File: config.mk
export PLATFORM = sky130hd
export DESIGN_NAME = fetch_unit_flat
export DESIGN_NICKNAME = d
export VERILOG_FILES = /design/src/rtl/fetch_pkg.sv /design/src/rtl/fetch_unit_if.sv /design/src/rtl/fetch_buf2.sv /design/src/rtl/fetch_unit.sv /design/src/flat_wrapper.sv
export SDC_FILE = /design/constraint.sdc
export NUM_CORES = 1
export LEC_CHECK = 0
export BUFFER_PORTS_ARGS = -buffer_cell sky130_fd_sc_hd__buf_2
export CORE_MARGIN = 2
export CORE_UTILIZATION = 45
export CTS_BUF_LIST = sky130_fd_sc_hd__clkbuf_8 sky130_fd_sc_hd__clkbuf_16
export DETAILED_ROUTE_END_ITERATION = 8
export GPL_ROUTABILITY_DRIVEN = 0
export PLACE_DENSITY = 0.67
export SYNTH_ARGS = -nofsm -noshare
export SYNTH_HDL_FRONTEND = slang
export SYNTH_SLANG_ARGS = --single-unit
File: constraint.sdc
create_clock -name clk -period 3.1 [get_ports clk]
set_input_delay 0.465 -clock clk [delete_from_list [all_inputs] [get_ports clk]]
set_output_delay 0.465 -clock clk [all_outputs]
set_load 0.005 [all_outputs]
File: src/rtl/fetch_pkg.sv
// rtl/fetch_pkg.sv - shared opcode constants and buffer entry type for the fetch stage
package fetch_pkg;
  localparam int FETCH_IW  = 16;
  localparam int FETCH_AW  = 8;
  localparam int OPC_WIDTH = 3;

  localparam logic [OPC_WIDTH-1:0] OPC_LOAD  = 3'b000;
  localparam logic [OPC_WIDTH-1:0] OPC_STORE = 3'b100;
  localparam logic [OPC_WIDTH-1:0] OPC_HALT  = 3'b111;

  typedef struct packed {
    logic [FETCH_IW-1:0] instr;
    logic [FETCH_AW-1:0] pc;
  } fetch_entry_t;
endpackage

File: src/rtl/fetch_unit_if.sv
// rtl/fetch_unit_if.sv - instruction memory port and fetch-to-decode handshake
interface fetch_unit_if
  import fetch_pkg::*;
#(
  parameter int IW = FETCH_IW,
  parameter int AW = FETCH_AW
);
  logic                 imem_en;
  logic [AW-1:0]        imem_addr;
  logic [IW-1:0]        imem_rdata;
  logic                 if_valid;
  logic [IW-1:0]        if_instr;
  logic [AW-1:0]        if_pc;
  logic [OPC_WIDTH-1:0] if_opcode;
  logic                 id_ready;

  modport master (
    output imem_en, imem_addr, if_valid, if_instr, if_pc, if_opcode,
    input  imem_rdata, id_ready
  );

  modport slave (
    input  imem_en, imem_addr, if_valid, if_instr, if_pc, if_opcode,
    output imem_rdata, id_ready
  );
endinterface

File: src/rtl/fetch_buf2.sv
// rtl/fetch_buf2.sv - 2-entry FIFO holding fetched {instr, pc} words; head is entry 0
module fetch_buf2 #(
  parameter int W = 24
) (
  input  logic         clk,
  input  logic         rst_n,
  input  logic         push,
  input  logic [W-1:0] push_data,
  input  logic         pop,
  input  logic         flush,
  output logic [W-1:0] head,
  output logic [1:0]   count
);
  logic [W-1:0] e0_q, e0_d;
  logic [W-1:0] e1_q, e1_d;
  logic [1:0]   count_q, count_d;

  always_comb begin
    e0_d    = e0_q;
    e1_d    = e1_q;
    count_d = count_q;
    if (flush) begin
      count_d = 2'd0;
    end else begin
      case ({push, pop})
        2'b10: begin
          if (count_q == 2'd0) e0_d = push_data;
          else                 e1_d = push_data;
          count_d = count_q + 2'd1;
        end
        2'b01: begin
          e0_d    = e1_q;
          count_d = count_q - 2'd1;
        end
        2'b11: begin
          // Pop and push together: occupancy is unchanged, the new word lands behind the survivor.
          if (count_q == 2'd1) begin
            e0_d = push_data;
          end else begin
            e0_d = e1_q;
            e1_d = push_data;
          end
        end
        default: ;
      endcase
    end
  end

  always_ff @(posedge clk or negedge rst_n) begin
    if (!rst_n) begin
      e0_q    <= '0;
      e1_q    <= '0;
      count_q <= 2'd0;
    end else begin
      e0_q    <= e0_d;
      e1_q    <= e1_d;
      count_q <= count_d;
    end
  end

  assign head  = e0_q;
  assign count = count_q;

  overflow_a: assert property (@(posedge clk) disable iff (!rst_n)
    !(push && !pop && !flush && count_q == 2'd2));
  underflow_a: assert property (@(posedge clk) disable iff (!rst_n)
    !(pop && count_q == 2'd0));
endmodule

File: src/rtl/fetch_unit.sv
// rtl/fetch_unit.sv - PC, issue and redirect logic feeding a 2-entry fetch buffer
// Build option: HALT_ON_OPCODE_EN stops issue after fetching an OPC_HALT instruction.
module fetch_unit
  import fetch_pkg::*;
#(
  parameter int            IW       = FETCH_IW,
  parameter int            AW       = FETCH_AW,
  parameter logic [AW-1:0] RESET_PC = '0
) (
  input  logic          clk,
  input  logic          rst_n,
  input  logic          fetch_en,
  input  logic          redirect_valid,
  input  logic [AW-1:0] redirect_pc,
  output logic          halted,
  fetch_unit_if.master  bus
);
  typedef struct packed {
    logic [IW-1:0] instr;
    logic [AW-1:0] pc;
  } entry_t;

  logic [AW-1:0] pc_q, pc_d;
  logic [AW-1:0] rd_pc_q, rd_pc_d;
  logic          pending_q, pending_d;
  logic          kill_q, kill_d;
  logic          halt_stop;
  logic          consume, capture, issue;
  logic [2:0]    occupancy;
  logic [1:0]    count;
  entry_t        head, push_entry;

  assign consume    = bus.if_valid && bus.id_ready;
  assign capture    = pending_q && !kill_q;
  // Slots already spoken for once this edge settles: stored words plus the read in flight.
  assign occupancy  = {1'b0, count} + {2'b00, pending_q} - {2'b00, consume};
  assign issue      = rst_n && fetch_en && !redirect_valid && !halt_stop && (occupancy < 3'd2);
  assign push_entry = '{instr: bus.imem_rdata, pc: rd_pc_q};

  always_comb begin
    pc_d      = pc_q;
    rd_pc_d   = rd_pc_q;
    pending_d = issue;
    kill_d    = kill_q && pending_q;
    if (redirect_valid) begin
      pc_d   = redirect_pc;
      kill_d = pending_q;
    end else if (issue) begin
      pc_d    = pc_q + AW'(1);
      rd_pc_d = pc_q;
    end
  end

  always_ff @(posedge clk or negedge rst_n) begin
    if (!rst_n) begin
      pc_q      <= RESET_PC;
      rd_pc_q   <= '0;
      pending_q <= 1'b0;
      kill_q    <= 1'b0;
    end else begin
      pc_q      <= pc_d;
      rd_pc_q   <= rd_pc_d;
      pending_q <= pending_d;
      kill_q    <= kill_d;
    end
  end

`ifdef HALT_ON_OPCODE_EN
  logic halted_q, halted_d;

  always_comb begin
    halted_d = halted_q;
    if (redirect_valid) begin
      halted_d = 1'b0;
    end else if (capture && (bus.imem_rdata[IW-1 -: OPC_WIDTH] == OPC_HALT)) begin
      halted_d = 1'b1;
    end
  end

  always_ff @(posedge clk or negedge rst_n) begin
    if (!rst_n) halted_q <= 1'b0;
    else        halted_q <= halted_d;
  end

  assign halted    = halted_q;
  assign halt_stop = halted_q;
`else
  assign halted    = 1'b0;
  assign halt_stop = 1'b0;
`endif

  fetch_buf2 #(.W($bits(entry_t))) u_buf (
    .clk       (clk),
    .rst_n     (rst_n),
    .push      (capture),
    .push_data (push_entry),
    .pop       (consume),
    .flush     (redirect_valid),
    .head      (head),
    .count     (count)
  );

  assign bus.imem_en   = issue;
  assign bus.imem_addr = pc_q;
  assign bus.if_valid  = (count != 2'd0);
  assign bus.if_instr  = head.instr;
  assign bus.if_pc     = head.pc;
  assign bus.if_opcode = head.instr[IW-1 -: OPC_WIDTH];
endmodule

File: src/flat_wrapper.sv
// flat-port wrapper written by rule: the top's interface ports become plain ports
module fetch_unit_flat import fetch_pkg::*;
#(
  parameter int            IW       = FETCH_IW,
  parameter int            AW       = FETCH_AW,
  parameter logic [AW-1:0] RESET_PC = '0
)
  (clk, rst_n, fetch_en, redirect_valid, redirect_pc, halted, bus_imem_en, bus_imem_addr, bus_if_valid, bus_if_instr, bus_if_pc, bus_if_opcode, bus_imem_rdata, bus_id_ready);
  fetch_unit_if #(.IW(IW), .AW(AW)) bus_i ();
  input  logic clk;
  input  logic rst_n;
  input  logic fetch_en;
  input  logic redirect_valid;
  input  logic [AW-1:0] redirect_pc;
  output logic halted;
  output wire logic [$bits(bus_i.imem_en)-1:0] bus_imem_en;
  output wire logic [$bits(bus_i.imem_addr)-1:0] bus_imem_addr;
  output wire logic [$bits(bus_i.if_valid)-1:0] bus_if_valid;
  output wire logic [$bits(bus_i.if_instr)-1:0] bus_if_instr;
  output wire logic [$bits(bus_i.if_pc)-1:0] bus_if_pc;
  output wire logic [$bits(bus_i.if_opcode)-1:0] bus_if_opcode;
  input wire logic [$bits(bus_i.imem_rdata)-1:0] bus_imem_rdata;
  input wire logic [$bits(bus_i.id_ready)-1:0] bus_id_ready;
  assign bus_imem_en = bus_i.imem_en;
  assign bus_imem_addr = bus_i.imem_addr;
  assign bus_if_valid = bus_i.if_valid;
  assign bus_if_instr = bus_i.if_instr;
  assign bus_if_pc = bus_i.if_pc;
  assign bus_if_opcode = bus_i.if_opcode;
  assign bus_i.imem_rdata = bus_imem_rdata;
  assign bus_i.id_ready = bus_id_ready;
  fetch_unit #(.IW(IW), .AW(AW), .RESET_PC(RESET_PC)) u_core (.clk(clk), .rst_n(rst_n), .fetch_en(fetch_en), .redirect_valid(redirect_valid), .redirect_pc(redirect_pc), .halted(halted), .bus(bus_i));
endmodule
==> flow_summary.yaml <==
routing:
  wl_met3_um: 304
  postRouteWirelength_mm: 5.90
  dr_total_vias: 2161
  drt_iter0_drc: 80
  vias_per_cell: 4.90
  drc: 0
  dr_wl_met2_mm: 2.55
  top_layer_used: "met4"
  ant_nets: 0
  wl_met1_mm: 2.94
  wl_per_cell_um: 13.4
  drt-pass1-iter-count: 4
floorplanning:
  core-area_um2: 6790
  die-area_um2: 7700
  die_width_um: 87.7
  die_h_um: 87.7
  rows: 30
  io_pins: 67
  start_util: 0.464
critical_path:
  worstSetupStartpointType: "flop"
  crit_path_end_kind: "output pin"
  critPathMaxFanout: 3
  required_ns: 2.63
  arrival_ns: 2.48
  path_class: "flop to output pin"
cells_and_area:
  areaGrowthSynthToFinish_pct: 18.7
  fillers: 610
  regArea_um2: 1700
  insertedDiodeCount: 0
  final_common_cell: "dfrtp_1"
  multi_input_area_um2: 1290
  final_layout_size_suffix_gt1_frac: 0.362
  layout_common_cells: "68 x dfrtp_1, 65 x buf_2, 28 x nor2_1, 27 x nand2_1, 24 x mux2i_1"
  final_net_count: 373
clocking:
  cts_buffers: 9
  cts.sinks: 68
  worst_skew_pair.late_latency_ns: 0.34
  tritoncts: "yes"
  clk_path_buf_depth: 2
  cts_root_buffer: "clkbuf_8"
  htree_levels: 3
  clk_pin_slew_ns: 0.08
  cts_hold_buffers: 0
global_route:
  grt_max_degree: 69
  grt_pass1_wl_mm: 9.92
  grt_usage: 0.169
  grt_pass1_vias: 2136
  grt_overflow: 0
  antenna_found_initial: 0
placement:
  dp.final_hpwl_mm: 3.85
  numPortBuffers: 65
  dpl_worst_slack_ns: 0.239
timing:
  drv_slew: 0
  max_slew_margin: 0.438
  setup_viol: 0
  fmax_mhz: 340
  hold_viol: 0
  finClkSkew_ns: 0.00971
  period_share: 0.949
  whs_ns: 0.326
  period_minus_slack_ns: 2.94
  worst_pin_slew_ns: 0.843
  worst_slack_ns: 0.159
logic_synthesis:
  avgSynthCellArea_um2: 11.5
  mappedNetlistArea_um2: 3160
  synthTopCellsByArea: "dfrtp_1 54%, mux2i_1 7.6%, mux2_2 7.5%"
  synth-main-ff-cell: "dfrtp_1"
  synth_top_area_frac: 0.539
  syn_nets: 307
  synth_edf_count: 0
  seq_area_frac_synth: 0.539
  ys.warnings.count: 0
  syn_inst: 274
  synth_top_cell_by_area: "dfrtp_1"
  ys_types: 42
  ys_ff_latch: 68
  async_reset_ff_frac: 1.00
run_status:
  outcome: "finished, final reports clean"
power:
  peakVddDrop_mv: 0.325
  power.density_nw_per_um2: 845
  power.internal_mw: 2.14
  sequentialPowerShare: 0.446
  power.leakage_nw: 1.78
  switchingPower_mw: 1.02
  comb_power_share: 0.316
  switching_share: 0.324
  pwr-share-clk: 0.239
flow_run:
  drv_cap: 0
worst_hold_path:
  hold_path.class: "input port to flop"
Yosys cell counts, types with 2 or more instances:
cell and count:
dfrtp_1 68, buf_4 4, buf_6 3, nor3b_1 2, nand3_1 3, mux2_2 21, a21oi_2 4, a221o_1 5
ha_1 3, inv_1 7, a21oi_1 22, mux2i_1 24, nor3_1 3, nor2_1 29, mux2_1 3, xor2_1 2
clkbuf_1 3, xnor2_1 2, buf_12 2, buf_2 7, nand2_1 27, o21ai_0 9, a22oi_1 2
stage by stage:
step	cells	TNS, ns	power (mW)	cell area [µm²]	utilization
after detailed placement	423	0	2.43	3510	0.517
after global placement	423	0	2.39	3510	0.517
after global routing	441	-0.00594	3.41	3740	0.551
after CTS	440	0	3.20	3730	0.550
final	441	0	3.17	3740	0.551
after floorplan	274	0	2.10	3160	-
power by group through the flow:
stage / clock network [mW] / registers [mW] / logic, mW
floorplan: 0 / 1.42 / 0.677
global placement: 0 / 1.42 / 0.972
detailed placement: 0 / 1.44 / 0.995
CTS: 0.777 / 1.42 / 1.01
global route: 0.815 / 1.46 / 1.14
finish: 0.756 / 1.41 / 1.00
timing repair:
action	4_1_cts	5_1_grt
setup buffers	1	1
endpoints found under the hold margin	0	0
setup endpoints to repair	1	1
gates resized for setup	1	3
pin swaps	0	2
layer usage:
metal  global-route usage  vias to the layer above
li1                     -                     1077
met1                0.226                     1019
met2                0.259                       56
met3               0.0386                        9
met4               0.0839                        0
met5                    0                        -
registers in the layout (all words and copies together), names as in the netlist:
register and count:
u_core.kill_q 1, u_core.u_buf.head 24, u_core.pending_q 1, u_core.u_buf.e1_q 24, u_core.bus.imem_addr 8, u_core.rd_pc_q 8
u_core.u_buf.count 2
final timing paths:
kind	start	end	slack, ns	cells past startpoint
min in group asynchronous	rst_n	u_core.u_buf.head[14]	0.39	2
max in group asynchronous	rst_n	u_core.u_buf.e1_q[20]	2.16	2
hold reg to reg	u_core.u_buf.e1_q[11]	u_core.u_buf.e1_q[11]	0.50	1
setup reg to reg	u_core.u_buf.count[0]	u_core.bus.imem_addr[7]	0.40	10
hold / removal	redirect_pc[0]	u_core.bus.imem_addr[0]	0.33	3
setup / recovery	u_core.u_buf.count[0]	bus_imem_en	0.16	10
worst max-delay path, stage by stage, from the launching register on:
cell	delay [ns]
dfrtp_1	0.36
inv_1	0.07
ha_1	0.22
nand2b_1	0.19
nor2_2	0.16
o21ai_1	0.10
fa_1	0.48
nand4b_1	0.12
or2_4	0.26
inv_2	0.07
buf_2	0.11
cell type report:
| type | count | area share |
|---|---|---|
| well taps | 96 | 0.0321 |
| clock inverters | 5 | 0.0157 |
| flip-flops and latches | 68 | 0.454 |
| clock buffers | 11 | 0.0404 |
| multi-input cells | 180 | 0.345 |
| repair buffers | 74 | 0.105 |
| inverters | 7 | 0.00702 |
logic make-up (layout without fill, tap and decap cells):
group / Yosys count / in the layout / share of synthesized area
buf+inv: 26 / 97 / 0.0559
compound gates: 48 / 48 / 0.0983
xor+xnor: 4 / 4 / 0.0111
flops: 68 / 68 / 0.539
fa+ha+maj: 4 / 4 / 0.0182
simple gates: 75 / 75 / 0.114
mux: 48 / 48 / 0.162
other cells: 1 / 1 / 0.00119
Note: power is estimated with default switching activity, not from simulation.
